### config.mk
export PLATFORM = sky130hd
export DESIGN_NAME = right_rotator_32
export DESIGN_NICKNAME = d
export VERILOG_FILES = /design/src/rtl/arm_pkg.sv /design/src/rtl/barrel_ror32.sv /design/src/rtl/right_rotator_32.sv
export SDC_FILE = /design/constraint.sdc
export NUM_CORES = 1
export LEC_CHECK = 0
export CELL_PAD_IN_SITES_DETAIL_PLACEMENT = 0
export CELL_PAD_IN_SITES_GLOBAL_PLACEMENT = 2
export CORE_MARGIN = 5
export CORE_UTILIZATION = 29
export DETAILED_ROUTE_END_ITERATION = 10
export GPL_TIMING_DRIVEN = 0
export PLACE_DENSITY_LB_ADDON = 0.1
export SLEW_MARGIN = 30
export SYNTH_ARGS = -nofsm -noshare
export SYNTH_HDL_FRONTEND = slang
export SYNTH_SLANG_ARGS = --single-unit
export TNS_END_PERCENT = 1
### constraint.sdc
create_clock -name clk -period 1.06 [get_ports clk]
set_clock_uncertainty 0.1 [all_clocks]
set_input_delay 0.106 -clock clk [delete_from_list [all_inputs] [get_ports clk]]
set_output_delay 0.106 -clock clk [all_outputs]
set_load 0.05 [all_outputs]
### src/rtl/arm_pkg.sv
// Shared widths and constants for the ARM data-processing datapath.
package arm_pkg;
  localparam int WORD_W  = 32;
  localparam int IMM8_W  = 8;
  localparam int ROT_W   = 4;
  localparam int SHAMT_W = 5;

  localparam logic [WORD_W-1:0] WORD_ZERO = '0;

  function automatic logic [WORD_W-1:0] zext_imm8(input logic [IMM8_W-1:0] imm);
    return {{(WORD_W-IMM8_W){1'b0}}, imm};
  endfunction
endpackage

### src/rtl/barrel_ror32.sv
// Combinational 32-bit rotate-right built from log2 stages (1/2/4/8/16).
module barrel_ror32
  import arm_pkg::*;
(
  input  logic [WORD_W-1:0]  data,
  input  logic [SHAMT_W-1:0] amount,
  output logic [WORD_W-1:0]  result
);

  logic [WORD_W-1:0] stage [0:SHAMT_W];

  assign stage[0] = data;

  // Stage gi rotates by 2**gi when its amount bit is set.
  generate
    for (genvar gi = 0; gi < SHAMT_W; gi++) begin : g_stage
      localparam int SH = 1 << gi;
      assign stage[gi+1] = amount[gi]
                         ? {stage[gi][SH-1:0], stage[gi][WORD_W-1:SH]}
                         : stage[gi];
    end
  endgenerate

  assign result = stage[SHAMT_W];

endmodule

### src/rtl/right_rotator_32.sv
// Registered ARM immediate-operand rotator: ROR(zext(imm8), 2*rotate_imm)
// plus shifter carry-out, loaded on EN.
module right_rotator_32
  import arm_pkg::*;
(
  input  logic              clk,
  input  logic              rst_n,
  input  logic              EN,
  input  logic              CarryFlag,
  input  logic [IMM8_W-1:0] immediate,
  input  logic [ROT_W-1:0]  rotate_imm,
  output logic [WORD_W-1:0] Y,
  output logic              Carry
);

  logic [WORD_W-1:0] ext;
  logic [WORD_W-1:0] rot;
  logic              carry_next;

  assign ext = zext_imm8(immediate);

  barrel_ror32 u_ror (
    .data   (ext),
    .amount ({rotate_imm, 1'b0}),
    .result (rot)
  );

  // A zero rotate leaves the C flag untouched; otherwise carry is the new MSB.
  always_comb begin
    carry_next = rot[WORD_W-1];
    if (rotate_imm == '0) begin
      carry_next = CarryFlag;
    end
  end

  always_ff @(posedge clk or negedge rst_n) begin
    if (!rst_n) begin
      Y     <= WORD_ZERO;
      Carry <= 1'b0;
    end else if (EN) begin
      Y     <= rot;
      Carry <= carry_next;
    end
  end

endmodule

* Word-level counts from Yosys, hierarchy flattened
Index checks and enable logic that the tools add are counted.
** Operators by class
- Shifts and indexed selects :: 0
- Bitwise operators :: 0
- $lt $le $gt $ge :: 0
- Mux-type cells :: 5
- $add $sub $neg :: 0
- Equality and inequality tests :: 0
- Divide/modulo/power cells :: 0
- Reductions and logical operators :: 1
- $mul :: 0
** Operator list (number)
- 32-bit two-way mux :: 4
- 4-bit zero test :: 1
- 1-bit two-way mux :: 1
** Storage, ports and cells
- ROM bits :: 0
- Bits in writable memories :: 0
- Input bits :: 16
- Latch bits :: 0
- Word-level logic and storage cells :: 8
- Output and inout port bits :: 33
- Memories kept :: 0
- Register bits :: 33

* Logic depth before layout (Yosys ltp)
Gate-level depths: netlist of the first run.
- Depth in word-level cells :: 5
- Mapped depth :: 5
- Gate-level depth less buffers :: 3

* Hierarchy
From an unflattened synthesis of the first run, not the netlist that was laid out.
** Second synthesis, totals
- Cells, all modules :: 190
- Area total of the unflattened synthesis :: 3220.6 um^2
** By module, submodules not included
- barrel_ror32 :: cells an instance 116, area an instance 1949.4 um^2, instances 1, seq. area each 0.0 um^2
- right_rotator_32 :: cells an instance 74, area an instance 1271.2 um^2, instances 1, seq. area each 825.8 um^2

* Least setup slack after synthesis of the first run
Ideal clock, no wire load.
- Path kind :: input -> register
- Start point :: input port rotate_imm[1]
- End point :: register Y[30]
- Library setup time :: 0.124 ns
- Data required time :: 0.836 ns
- Slack :: -0.058 ns
- Stages :: 5
- Path buffers :: 2
- Arrival :: 0.894 ns
- Path through :: buf_4 -> clkbuf_2 -> and4bb_2 -> a211oi_2 -> o2bb2ai_1
** Between the ends
- Cells in the longest elaborated chain, start to end :: 3
** Ends and longest elaborated chain
- start, declared :: line right_rotator_32.sv:11 : input logic [ROT_W-1:0] rotate_imm,
- 32-bit two-way mux (3 in series) :: line barrel_ror32.sv:19 : ? {stage[gi][SH-1:0], stage[gi][WORD_W-1:SH]}
- end signal, assigned :: line right_rotator_32.sv:41 : Y <= rot;
- end, declared :: line right_rotator_32.sv:12 : output logic [WORD_W-1:0] Y,
No other way between the ends.
A chain may end at the register's enable or synchronous reset.

* Worst setup path in the final report of the first run
- Start point :: register Y[5]
- End point :: output port Y[5]
No word-level cell between the ends.

==> results.toml, run 1 <==
[run_status]
status = "finished, violations left"
violations = "negative setup slack"

[setup_path]
worst_setup_path_end_kind = "output pin"
path_max_fanout = 2
critPathMaxStageDelay_ns = 0.41
reg2regPathDepth = 2
startpoint_type = "flop"
reg2reg_from = "Y[3]$_DFFE_PN0P_"
critPathTopFamily = "flip-flops"
cp_data_required_time_ns = 0.85
regToRegSetupSlack_ns = 0.16
crit_type = "flop to output pin"
crit_chain = "buf_6"
critical-path-slowest-cell = "dfrtp_1"
timing.critical_path.buf_inv = 1
cp.arrival_ns = 0.86
r2r_end = "Y[3]$_DFFE_PN0P_"

[detailed_routing]
drt_pre_antenna_iters = 4
routed_via_density = 5.336
dr.first_iter.drc_count = 74
avgRoutedWirePerCell_um = 19.63
drc = 0
vias = 1558
ant_nets = 0
totalWireLength_um = 5731

[power]
seq_power_share = 0.360
clkPwrFrac = 0.371
power.leakage_nw = 1.187
finalPower_mw = 3.928
power_density_nw_per_um2 = 1483
p_int_mw = 2.699
ir_worst_vdd_uv = 725.9
combPwrFrac = 0.269
switching_share = 0.3128
switchingPower_mw = 1.229

[timing]
drv_slew = 0
fmax_ghz = 0.9387
setup_ws_ns = -0.005344
hold_viol_final = 0
period_share = 1.005
setup_viol = 4
relSlewSlack = 0.7353
worstMarginPinSlew_ns = 0.3963
rsz0062_at_grt = "yes"
post-route-min-period_ns = 1.065

[synth]
synthCells = 158
yosysWarnings = 0
yosysSeqAreaShare = 0.4668
ys_seq_elements = 33
synth_fp_nets = 174
syn_area_um2 = 1769
avgSynthCellArea_um2 = 11.20
synth_cell_types = 34

[cells_and_area]
final_common_cell = "buf_6"
layout_common_cells = "buf_6 (38), dfrtp_1 (33), o2bb2ai_1 (14)"
antenna_cells = 0
utilization = 0.4474
nNetsFinal = 232
synthToLayoutAreaGrowth_pct = 49.72
drive_gt1_frac = 0.3917

[clocking]
cts_buffers = 5
clk_latency_ns = 0.28
cts_tree = "yes"
cts-root-buf = "clkbuf_8"
cts_buffer_depth = 2
clkSlewWorstSetupHoldPaths_ns = 0.08
cts_sinks = 33
h-tree-depth = 2

[floorplan]
dieArea_um2 = 7762
top_level_ports = 49
start_util = 0.2988
dieWidth_um = 88.11
fp.dieH_um = 88.11
fp.coreArea_um2 = 5921
fp-row-count = 28

[hold_path]
hold_path.class = "input pin to async pin"

[grt]
grt_max_degree = 22
antenna_found_initial = 0
track_usage = 0.1582
grt_pass1_vias = 1709
grt_pass1_wl_um = 9356
overflow = 0

[flow_run]
drv_cap = 0

[placed_design]
io_buffer_count = 47
gp_congestion = 0.8010
place_hpwl_um = 4217
-- cell usage after synthesis (all sizes together) --
| master | n | share of area |
|---|---|---|
| and3 | 4 | 0.014 |
| nor2b | 4 | 0.014 |
| mux2 | 6 | 0.040 |
| inv | 2 | 0.0042 |
| nor4b | 2 | 0.0099 |
| nand2 | 14 | 0.030 |
| nand2b | 3 | 0.011 |
| nand3b | 1 | 0.0042 |
| buf | 8 | 0.031 |
| a32oi | 3 | 0.015 |
| a31oi | 2 | 0.0071 |
| nor2 | 1 | 0.0021 |
| or2 | 2 | 0.0099 |
| o2bb2ai | 14 | 0.069 |
| o221ai | 9 | 0.045 |
| nor3 | 1 | 0.0028 |
| o211ai | 2 | 0.0085 |
| and4b | 4 | 0.023 |
| o21ai | 9 | 0.025 |
| nand3 | 4 | 0.011 |
| a211oi | 3 | 0.021 |
| dfrtp | 33 | 0.47 |
| a21oi | 4 | 0.011 |
| and3b | 3 | 0.015 |
| and4bb | 4 | 0.028 |
| a22oi | 4 | 0.017 |
| mux2i | 6 | 0.048 |
| and2b | 1 | 0.0042 |
| clkbuf | 5 | 0.011 |
-- area by class of cell --
| class | count | area [um2] |
|---|---|---|
| clock inverters | 3 | 68.82 |
| flip-flops and latches | 33 | 825.8 |
| inverters | 2 | 7.507 |
| repair buffers | 52 | 540.5 |
| plain buffers | 12 | 121.4 |
| fillers | 559 | 3272 |
| clock buffers | 5 | 68.82 |
| well taps | 75 | 93.84 |
| multi-input cells | 110 | 922.1 |
-- worst max path at each step --
stage | startpoint | to | slack, ns | cells past startpoint
after floorplan | rotate_imm[1] | Y[30]$_DFFE_PN0P_ | -0.06 | 5
after global placement | rst_n | Y[4]$_DFFE_PN0P_ | -0.88 | 1
after detailed placement | EN | Y[19]$_DFFE_PN0P_ | -0.80 | 6
after CTS | Y[21]$_DFFE_PN0P_ | Y[21] | -0.04 | 1
after global routing | Y[29]$_DFFE_PN0P_ | Y[29] | -0.04 | 1
final | Y[5]$_DFFE_PN0P_ | Y[5] | -0.005 | 1
-- flip-flops by register name, summed over array words and instances (netlist names) --
name	flops
Y	32
Carry	1
-- routing by layer --
layer | share of wire | GRT usage | up-vias
li1 | - | - | 727
met1 | 0.46 | 0.2160 | 777
met2 | 0.47 | 0.2534 | 49
met3 | 0.055 | 0.03857 | 5
met4 | 0.0091 | 0.03846 | 0
met5 | 0 | 0 | -
-- power by group through the flow --
| stage | registers (mW) | clock network [mW] | logic [mW] |
|---|---|---|---|
| 2_1_floorplan | 1.73 | 0 | 0.289 |
| 3_3_place_gp | 1.42 | 0 | 0.971 |
| 3_5_place_dp | 1.42 | 0 | 0.989 |
| 4_1_cts | 1.41 | 1.49 | 1.06 |
| 5_1_grt | 1.42 | 1.54 | 1.12 |
| 6_report | 1.41 | 1.46 | 1.06 |
-- stage by stage --
stage	hold slack (ns)	instances	area [um2]	setup slack, ns	setup TNS [ns]
3_3_place_gp	0.3702	280	2333	-0.8831	-61.17
5_1_grt	0.2091	292	2649	-0.03877	-0.6973
2_1_floorplan	-0.2896	158	1769	-0.05847	-0.7247
3_5_place_dp	-0.05560	281	2356	-0.7981	-32.54
4_1_cts	0.1763	292	2649	-0.03747	-0.1389
6_report	0.1797	292	2649	-0.005344	-0.01231
-- cell families after synthesis --
logic type             Yosys count  share of synthesized area
AO/OA/AOI/OAI                   50                     0.2192
flip-flops                      33                     0.4668
multiplexers                    12                    0.08840
buffers and inverters           15                    0.04667
AND/OR/NAND/NOR                 48                     0.1789
-- timing repair --
| item | in CTS | in global routing |
|---|---|---|
| hold endpoints to repair | 33 | 0 |
| pin swaps | 4 | 2 |
| hold buffers | 1 | 0 |
| endpoints found under the setup margin | 66 | 59 |
| buffers inserted | 3 | 0 |
| resized for setup | 276 | 12 |
Power figures use the tool's default switching activity.
==> inputs of run 2 (changes only) <==
==> constraint.sdc (replaced) <==
create_clock -name clk -period 1.1 [get_ports clk]
set_clock_uncertainty 0.1 [all_clocks]
set_input_delay 0.11 -clock clk [delete_from_list [all_inputs] [get_ports clk]]
set_output_delay 0.11 -clock clk [all_outputs]
set_load 0.05 [all_outputs]
==> run 2 against run 1 <==
The run now ends clean; sequential share of layout area grew 0.27 points; hold slack is essentially flat; non-clock buffer count is the same; power shrank 3.8%; via count shrank 0.96%; clock-buffer cell count is the same; first-iteration DRC count grew 5.4%; global-route usage is essentially flat; clock power shrank 3%; cell area shrank 0.85%; flip-flop and latch count is the same; largest cell class unchanged; largest power group unchanged.
==> results.toml, run 2 (synthesis results as in run 1) <==
[run_status]
status = "finished, final reports clean"

[setup_path]
timing.critical_path.buf_inv = 1
reg2reg_from = "Y[3]$_DFFE_PN0P_"
critPathMaxStageDelay_ns = 0.41
critPathTopFamily = "flip-flops"
reg2regPathDepth = 2
startpoint_type = "flop"
path_max_fanout = 2
cp.arrival_ns = 0.86
critical-path-slowest-cell = "dfrtp_1"
regToRegSetupSlack_ns = 0.20
r2r_end = "Y[3]$_DFFE_PN0P_"
worst_setup_path_end_kind = "output pin"
cp_data_required_time_ns = 0.89
crit_chain = "buf_6"
crit_type = "flop to output pin"

[placed_design]
io_buffer_count = 47
gp_congestion = 0.8010
place_hpwl_um = 4217
preCtsSetupSlack_ns = -0.7621

[clocking]
clk_latency_ns = 0.29
cts_buffer_depth = 2
cts_buffers = 5
h-tree-depth = 2
clkSlewWorstSetupHoldPaths_ns = 0.08
cts_sinks = 33
cts_tree = "yes"
cts-root-buf = "clkbuf_8"

[timing]
period_share = 0.9744
hold_viol_final = 0
post-route-min-period_ns = 1.072
setup_viol = 0
rsz0062_at_grt = "yes"
worstMarginPinSlew_ns = 0.3991
drv_slew = 0
relSlewSlack = 0.7334
fmax_ghz = 0.9330
setup_ws_ns = 0.02821

[grt]
grt_pass1_wl_um = 9390
grt_pass1_vias = 1708
track_usage = 0.1584
overflow = 0
grt_max_degree = 22
antenna_found_initial = 0

[floorplan]
dieWidth_um = 88.11
dieArea_um2 = 7762
fp.coreArea_um2 = 5921
fp-row-count = 28
fp.dieH_um = 88.11
top_level_ports = 49
start_util = 0.2988

[power]
power_density_nw_per_um2 = 1438
finalPower_mw = 3.778
ir_worst_vdd_uv = 708.6
power.leakage_nw = 1.181

[cells_and_area]
layout_common_cells = "dfrtp_1 (33), buf_6 (33), o2bb2ai_1 (13), nand2_1 (13)"
drive_gt1_frac = 0.3917
largest_reg_flops = 32
fillers = 562
nNetsFinal = 232
utilization = 0.4436
largest_registers = "Y x32, Carry x1"
regMostFlops = "Y"
synthToLayoutAreaGrowth_pct = 48.44
antenna_cells = 0

[hold_path]
hold_path.class = "input pin to async pin"

[flow_run]
drv_cap = 0

[detailed_routing]
drc = 0
routed_via_density = 5.284
avgRoutedWirePerCell_um = 19.67
drt_pre_antenna_iters = 4
dr.first_iter.drc_count = 78
ant_nets = 0
totalWireLength_um = 5745
vias = 1543
[run 2: cell count changes in the layout (fill, tap and decap cells not counted)]
cell and change:
dlygate4sd2_1 -1, nor4b_1 +1, buf_6 -5, clkdlybuf4s15_1 +1, o2bb2ai_2 +1, nor4b_2 -1
buf_4 +3, buf_2 +2, o2bb2ai_1 -1
[run 2: worst max path at each step]
stage	slack (ns)	startpoint	depth (start not counted)	end
3_3_place_gp	-0.85	rst_n	1	Y[4]$_DFFE_PN0P_
2_1_floorplan	-0.02	rotate_imm[1]	5	Y[30]$_DFFE_PN0P_
6_report	0.03	Y[21]$_DFFE_PN0P_	1	Y[21]
5_1_grt	-0.003	Y[29]$_DFFE_PN0P_	1	Y[29]
3_5_place_dp	-0.76	EN	6	Y[19]$_DFFE_PN0P_
4_1_cts	-0.001	Y[21]$_DFFE_PN0P_	1	Y[21]
[run 2: report_power, final]
part / internal, mW / total, mW / switching (mW)
logic: 0.382 / 1.01 / 0.627
registers: 1.30 / 1.36 / 0.0619
clock network: 0.912 / 1.41 / 0.497
total: 2.59 / 3.78 / 1.19
[run 2: area by class of cell]
| class | instances | area (um2) | share of cell area |
|---|---|---|---|
| clock inverters | 3 | 68.82 | 0.02620 |
| clock buffers | 5 | 68.82 | 0.02620 |
| plain buffers | 12 | 116.4 | 0.04431 |
| inverters | 2 | 7.507 | 0.002859 |
| flip-flops and latches | 33 | 825.8 | 0.3144 |
| well taps | 75 | 93.84 | 0.03573 |
| multi-input cells | 110 | 922.1 | 0.3511 |
| repair buffers | 52 | 523.0 | 0.1991 |
[run 2: metrics by stage]
stage	instance area (um2)	std cells	setup TNS [ns]	hold WS (ns)
floorplan	1769	158	-0.1145	-0.2856
CTS	2531	292	-0.001472	0.1803
finish	2626	292	0	0.1799
global route	2626	292	-0.003704	0.2108
detailed placement	2356	281	-30.16	-0.05160
global placement	2333	280	-57.61	0.3702
[run 2: timing repair]
action | 4_1_cts | 5_1_grt
gates cloned | 0 | 0
endpoints found under the hold margin | 33 | 0
pin swaps | 4 | 3
resized for setup | 244 | 36
endpoints found under the setup margin | 66 | 44
hold buffers | 1 | 0
setup buffers | 3 | 0
[run 2: metal layers]
layer / GRT usage / part of all wire / routed length, um / vias up
met5: 0 / 0 / 0 / -
met2: 0.2541 / 0.46 / 2664 / 43
met4: 0.03846 / 0.0091 / 52 / 0
met3: 0.03763 / 0.055 / 315 / 5
met1: 0.2166 / 0.47 / 2712 / 766
li1: - / - / - / 729
==> inputs of run 3 (changes only) <==
--- a/config.mk
+++ b/config.mk
@@ -7,6 +7,7 @@
 export LEC_CHECK = 0
 export CELL_PAD_IN_SITES_DETAIL_PLACEMENT = 0
 export CELL_PAD_IN_SITES_GLOBAL_PLACEMENT = 2
+export CORE_ASPECT_RATIO = 0.8
 export CORE_MARGIN = 5
 export CORE_UTILIZATION = 29
 export DETAILED_ROUTE_END_ITERATION = 10
==> run 3 against run 2 <==
Flip-flop and latch count stayed put; utilization is 0.63 points lower; cell area is 1.6% lower; hold slack worse by 0.034 ns; clock-buffer cell count is 1 higher; first-iteration DRC count is 21% lower; critical path depth is 3 higher; power is 6.5% lower; setup slack hardly changed; sequential power hardly changed.
==> results.toml, run 3 (synthesis results as in run 1) <==
[timing]
fmax_ghz = 0.9331
setup_viol = 0
whs_ns = 0.1463
worstMarginPinSlew_ns = 0.3987
drv_slew = 0
period_share = 0.9743
post-route-min-period_ns = 1.072
relSlewSlack = 0.7337
rsz0062_at_grt = "yes"
setup_ws_ns = 0.02830
hold_viol_final = 0

[clocking]
clk_latency_ns = 0.28
cts-root-buf = "clkbuf_8"
h-tree-depth = 2
cts_buffer_depth = 2
cts_buffers = 5
cts_tree = "yes"
clkSlewWorstSetupHoldPaths_ns = 0.07
cts_sinks = 33

[floorplan]
dieWidth_um = 97.33
dieArea_um2 = 7772
fp.dieH_um = 79.86
fp-row-count = 25
top_level_ports = 49
fp.coreArea_um2 = 5912
start_util = 0.2993

[power]
switchingPower_mw = 1.130
ir_worst_vdd_uv = 790.6
power.leakage_nw = 1.155
power_density_nw_per_um2 = 1366
combPwrFrac = 0.282
clkPwrFrac = 0.333
switching_share = 0.3198
p_int_mw = 2.402
seq_power_share = 0.385

[grt]
grt_max_degree = 24
track_usage = 0.1529
grt_pass1_wl_um = 9294
overflow = 0
antenna_found_initial = 0
grt_pass1_vias = 1665

[placed_design]
io_buffer_count = 47
place_hpwl_um = 4247
gp_congestion = 0.8550
preCtsSetupSlack_ns = -0.7221

[setup_path]
cp_data_required_time_ns = 1.16
critPathCapture = "Carry$_DFFE_PN0P_"
r2r_end = "Y[3]$_DFFE_PN0P_"
reg2reg_from = "Y[3]$_DFFE_PN0P_"
startpoint_type = "input pin"
reg2regPathDepth = 2
regToRegSetupSlack_ns = 0.19
startpoint = "immediate[1]"
critPathMaxStageDelay_ns = 0.34
worst_setup_path_end_kind = "flop"
cp.arrival_ns = 1.13
crit_type = "input pin to flop"
path_max_fanout = 4
crit_chain = "dlygate4sd2_1 -> mux2_4 -> a211oi_4 -> o21ai_0"
critical-path-slowest-cell = "mux2_4"

[flow_run]
drv_cap = 0

[cells_and_area]
layout_common_cells = "dfrtp_1 (33), buf_6 (24), buf_4 (16)"
synthToLayoutAreaGrowth_pct = 46.11
regMostFlops = "Y"
fillers = 569
drive_gt1_frac = 0.3935
multi_input_area_um2 = 934.6
largest_registers = "Y x32, Carry x1"
final_common_cell = "dfrtp_1"
utilization = 0.4372
ff_latch_area_um2 = 825.8
antenna_cells = 0
largest_reg_flops = 32
nNetsFinal = 231

[run_status]
status = "finished, final reports clean"

[detailed_routing]
drt_pre_antenna_iters = 4
routed_via_density = 5.195
drc = 0
dr.first_iter.drc_count = 62
vias = 1543
ant_nets = 0
totalWireLength_um = 5749
avgRoutedWirePerCell_um = 19.36

[hold_path]
hold_path.class = "input pin to async pin"
==> run 3: cell types whose count changed in the layout (fill, tap and decap cells not counted), moves of 2 or more <==
cell      change
buf_2         -2
clkbuf_8      +2
buf_4         +7
buf_6         -9
==> run 3: how the worst min path moves through the flow <==
stage / from / to / slack, ns / cells after the start
after floorplan: rst_n / Carry$_DFFE_PN0P_ / -0.29 / 0
after global placement: Y[25]$_DFFE_PN0P_ / Y[25]$_DFFE_PN0P_ / 0.37 / 1
after detailed placement: rst_n / Y[4]$_DFFE_PN0P_ / -0.09 / 1
after CTS: rst_n / Y[4]$_DFFE_PN0P_ / 0.14 / 2
after global routing: rst_n / Y[4]$_DFFE_PN0P_ / 0.17 / 2
final: rst_n / Y[4]$_DFFE_PN0P_ / 0.15 / 2
==> run 3: power groups by stage <==
stage	clock, mW	combinational (mW)	sequential [mW]
3_5_place_dp	0	0.952	1.37
3_3_place_gp	0	0.938	1.36
6_report	1.18	0.997	1.36
4_1_cts	1.21	0.968	1.35
2_1_floorplan	0	0.279	1.66
5_1_grt	1.27	1.05	1.37
==> run 3: cell type report <==
class,count,share of cell area
Buffer,12,0.04163
Sequential cell,33,0.3195
Clock inverter,2,0.01452
Multi-Input combinational cell,110,0.3616
Clock buffer,6,0.03195
Inverter,2,0.002904
Tap cell,81,0.03921
Timing Repair Buffer,51,0.1888
==> run 3: metrics by stage <==
stage / power [mW] / instance area, um2 / setup TNS [ns] / std cells
after global routing: 3.695 / 2585 / -0.02415 / 297
final: 3.532 / 2585 / 0 / 297
after global placement: 2.302 / 2341 / -54.56 / 286
after floorplan: 1.943 / 1769 / -0.1145 / 158
after detailed placement: 2.321 / 2364 / -29.82 / 287
after CTS: 3.528 / 2504 / -0.005419 / 297
==> run 3: layer usage <==
metal,GRT usage,share of wire,wire [um]
met1,0.2136,0.48,2745
met2,0.2369,0.46,2670
met3,0.04105,0.053,304
met4,0.03458,0.0049,28
met5,0,0,0
==> run 3: what timing repair did <==
item                                    CTS  global route
setup buffers                             2             0
endpoints found under the setup margin   66            43
endpoints found under the hold margin    33             0
hold buffers                              1             0
resized for setup                       242            30
pin swaps                                 3             1
==> run 3: critical path, delay by kind of cell <==
kind / cells / cell delay [ns]
muxes: 1 / 0.34
buffers and inverters: 1 / 0.28
AOI/OAI and AO/OA: 2 / 0.40
